<file path="src/rtl/serial_addsub.sv">
// serial_addsub: bit-serial adder/subtractor, one operand bit per clock, LSB first
module serial_addsub #(
  parameter int WIDTH = 8
) (
  input  logic             clk,
  input  logic             rst_n,
  input  logic             start,
  input  logic [WIDTH-1:0] a,
  input  logic [WIDTH-1:0] b,
  input  logic             cin,
  input  logic             sub,
  output logic             busy,
  output logic             done,
  output logic [WIDTH-1:0] sum,
  output logic             cout,
  output logic             overflow
);
  localparam int CW = $clog2(WIDTH);
  typedef enum logic [1:0] {IDLE, SHIFT, DONE} state_t;
  state_t state, state_nxt;
  logic [WIDTH-1:0] op_a, op_b;
  logic [CW-1:0] cnt;
  logic carry, accept, last, s, c;
  assign accept = start && (state != SHIFT);
  assign last = cnt == CW'(WIDTH - 1);
  assign s = op_a[0] ^ op_b[0] ^ carry;
  assign c = (op_a[0] & op_b[0]) | (carry & (op_a[0] ^ op_b[0]));
  assign busy = state == SHIFT;
  assign done = state == DONE;
  // state register
  always_ff @(posedge clk or negedge rst_n)
    if (!rst_n) state <= IDLE;
    else state <= state_nxt;
  // next state: accept from IDLE/DONE, walk SHIFT for WIDTH edges, DONE lasts one cycle
  always_comb begin
    state_nxt = IDLE;
    state_nxt = accept ? SHIFT : (state != SHIFT) ? IDLE : last ? DONE : SHIFT;
  end
  // datapath: op_a doubles as the result shift register, sum bits enter at its MSB
  always_ff @(posedge clk or negedge rst_n)
    if (!rst_n) begin
      op_a <= '0;
      op_b <= '0;
      carry <= 1'b0;
      cnt <= '0;
      sum <= '0;
      cout <= 1'b0;
      overflow <= 1'b0;
    end else if (accept) begin
      op_a <= a;
      op_b <= sub ? ~b : b;
      carry <= sub ? 1'b1 : cin;
      cnt <= '0;
    end else if (state == SHIFT) begin
      op_a <= {s, op_a[WIDTH-1:1]};
      op_b <= op_b >> 1;
      carry <= c;
      cnt <= cnt + 1'b1;
      if (last) begin
        sum <= {s, op_a[WIDTH-1:1]};
        cout <= c;
        overflow <= c ^ carry;
      end
    end
endmodule

</file>
<file path="config.mk">
export PLATFORM = sky130hd
export DESIGN_NAME = serial_addsub
export DESIGN_NICKNAME = d
export VERILOG_FILES = /design/src/rtl/serial_addsub.sv
export SDC_FILE = /design/constraint.sdc
export NUM_CORES = 1
export LEC_CHECK = 0
export BUFFER_PORTS_ARGS = -buffer_cell sky130_fd_sc_hd__buf_2
export CORE_MARGIN = 4
export CORE_UTILIZATION = 48
export CTS_CLUSTER_DIAMETER = 60
export DETAILED_ROUTE_END_ITERATION = 8
export PLACE_DENSITY = 0.82
export SLEW_MARGIN = 10
export SYNTH_ARGS = -nofsm -noshare
export SYNTH_HDL_FRONTEND = slang
export SYNTH_SLANG_ARGS = --single-unit
</file>
<file path="constraint.sdc">
create_clock -name clk -period 1.3 [get_ports clk]
set_input_delay 0.26 -clock clk [delete_from_list [all_inputs] [get_ports clk]]
set_output_delay 0.26 -clock clk [all_outputs]
set_load 0.05 [all_outputs]
</file>
==> metrics <==
first-pass GRT wire length about 5000 um; DP Area 1743 sq um; Worst Setup Start Kind flip-flop; RSZ-0062 raised after global routing yes; initial antenna violation count 0; total track usage around 16%; fmax 0.7129 GHz; row count 20; Rel. slew slack 53.25%; Clk network pwr share between 10% and 20%; clock root buffer master clkbuf_4; Synth Cell Area 1505 sq um; setup_tns -961.5 ps; CP top delay family flip-flops; Layout fillers 227; Static Leakage 0.9688 nW; critical setup path kind reg2out; share of layout cells above drive strength 1 41.28%; number of CTS-inserted buffers 5; Setup-failing EPs final 12; Async S/R FF share, synth 100.0%; Pint 0.002847 W; Hold Vio Cnt, Final 0; DIE HEIGHT approximately 64 um; status finished with violations; CP cell instances and2b_4, buf_8; detailed-route vias per instance 4.958; DR iter-0 viols 48; Tot Pwr 0.004907 W; max-slew violation count 0; R2R depth 5; Clock Path Buffers 2; Setup Slack @ Placement -80.86 ps; worst setup margin -102.7 ps; Routed WL approximately 3200 um; CP max-delay cell dfrtp_1; H-tree levels 2; DR vias roughly 1.1k; Ys Warns 0; synthesis-to-layout area growth 27.51%; Post-DP HPWL 2127 um; area leader, netlist dfrtp_1; Tcrit/Tclk final 107.9%; gr ovfl total 0; fin cells 216; CP max stage delay 400 ps; area fraction of the dominant cell type after synthesis between 50 and 60%; total of max-cap violations 0; clk_skew 9.205 ps; GPL Wtd Cong 0.7669; routed len/inst 14.63 um; Die Area 4096 sq um; final layout net count between 150 and 200; most frequent cells after synthesis 32 x dfrtp_1, 18 x nand2_1, 18 x o21ai_0; Starting Density 49.71%; Hold Crit Class in2reg; Syn Nets 151; post-route DRC violation count 0; Unique masters post-synth 24; TritonCTS clock tree built; crit path buf inv count 1; PwrDens 2557 nW/um^2; failing checks negative setup slack; Placed Instances 202; EDFF count, synth 0; Comb power frac between 50 and 60%; CP arrival between 1000 and 1500 ps; number of synthesized register bits 32; CP Capture Type primary output; vias in the first global route around 1.2k; input/output buffers 32; sequential area share after synthesis a little over half; Worst VDD drop about 1100 uV; core region area 3028 sq um; drt pass-1 iters 4; clk sinks 32; Net Sw Power 0.002060 W; Hold Crit Depth 3; Ant. Diodes 0; Final ANT Viol Nets 0; die width 64 um; Skew-Pair Late Insertion Delay ~330 ps; cells after synthesis 127; worst-path maximum fanout 3; minimum clock period 1403 ps; Mean Syn Cell Area 11.85 sq um; top_reg_cell synth dfrtp_1; worst slew pin tran roughly 700 ps; io pins 33; number of stages on the worst setup path 2; Area contributors post-synth dfrtp_1 53%, mux2i_1 10%, o21ai_0 6.0%; CP Data Required Time approximately 1000 ps; largest net degree at the start of global routing 33; Worst-path clk slew 90 ps; final instance area 1919 sq um; Flop pwr share 35.2%; Sw Ratio a little over two fifths; most common cell in the netlist dfrtp_1
state kept, by name, indices dropped and copies added (netlist names):
| register | flops |
|---|---|
| cout | 1 |
| carry | 1 |
| state | 2 |
| op_a | 8 |
| overflow | 1 |
| sum | 8 |
| op_b | 8 |
| cnt | 3 |
cells by family (layout without fill, tap and decap cells):
logic type               count (synthesis)  after routing  synth area share (%)
AO/OA/AOI/OAI                           21             21                 7.481
XOR/XNOR                                 9              9                 5.237
adder cells (fa/ha/maj)                  3              3                 2.992
buffers and inverters                    9             54                 4.239
flip-flops                              32             32                 53.20
multiplexers                            25             25                 17.71
AND/OR/NAND/NOR                         28             28                 9.144
tightest hold or removal path, stage by stage:
cell and delay [ps]:
buf_2 80, mux2i_1 60, o21ai_1 120
cell type report:
| cell class | instances | area, sq um | share of cell area [%] |
|---|---|---|---|
| Sequential cell | 32 | 800.8 | 41.72 |
| Multi-Input combinational cell | 86 | 673.1 | 35.07 |
| Timing Repair Buffer | 46 | 321.6 | 16.75 |
| Clock buffer | 7 | 65.06 | 3.390 |
| Tap cell | 44 | 55.05 | 2.868 |
| Inverter | 1 | 3.754 | 0.1956 |
cells in the final DEF, fill, tap and decap left out:
cell | netlist | routed
dfrtp_1 | 32 | 32
nand2_1 | 18 | 18
mux2_4 | 1 | 1
nor2b_2 | 0 | 1
o21ai_0 | 18 | 4
xor2_1 | 7 | 7
a211oi_2 | 0 | 2
mux2_2 | 8 | 8
clkbuf_8 | 0 | 2
nor2_1 | 4 | 3
a21o_1 | 1 | 1
dlygate4sd3_1 | 0 | 1
buf_4 | 3 | 9
clkbuf_16 | 0 | 1
nand2b_1 | 2 | 2
o21ai_1 | 0 | 14
ha_2 | 0 | 1
ha_4 | 0 | 1
fa_2 | 0 | 1
buf_2 | 2 | 30
mux2i_1 | 15 | 15
clkbuf_4 | 0 | 5
xnor2_1 | 2 | 2
nand3b_4 | 1 | 1
buf_6 | 2 | 3
mux2_1 | 1 | 1
inv_1 | 1 | 1
buf_8 | 0 | 1
and2b_4 | 1 | 1
buf_12 | 0 | 1
nor2_2 | 1 | 2
routing by layer:
layer | up-vias | part of all wire (%) | GRT usage [%]
met4 | 0 | 1.5 | 5.660
met2 | 26 | 53 | 28.39
li1 | 517 | - | -
met3 | 6 | 2.8 | 4.394
met1 | 522 | 43 | 17.47
met5 | - | 0 | 0
power by group through the flow:
stage	Combinational [W]	Sequential, W	Clock (W)
final	0.00254	0.00173	0.000634
after CTS	0.00226	0.00173	0.000651
after global placement	0.00205	0.00172	0
after floorplan	0.00113	0.00217	0
after global routing	0.00275	0.00177	0.000691
after detailed placement	0.00214	0.00175	0
worst paths after layout:
path | startpoint | to | slack, ps
worst max register to register | state[0] | cnt[0] | -90
worst min-delay path | a[7] | op_a[7] | 220
min in group asynchronous | rst_n | cout | 510
max in group asynchronous | rst_n | sum[2] | 340
worst min register to register | op_b[3] | op_b[2] | 500
worst max-delay path | state[1] | busy | -100
through the flow:
step / hold slack [ps] / utilization (%)
after floorplan: -35.59 / -
final: 217.9 / 63.39
after global routing: 218.0 / 63.39
after detailed placement: 351.1 / 57.56
after CTS: 205.0 / 61.24
after global placement: 329.4 / 57.56
what timing repair did:
| action | CTS | global route |
|---|---|---|
| pin swaps | 1 | 1 |
| hold buffers | 1 | 0 |
| resized for setup | 6 | 18 |
| endpoints found under the setup margin | 12 | 14 |
| buffers inserted | 2 | 2 |
| gates cloned | 0 | 2 |
| endpoints found under the hold margin | 32 | 0 |
(Power assumes the default switching activity.)
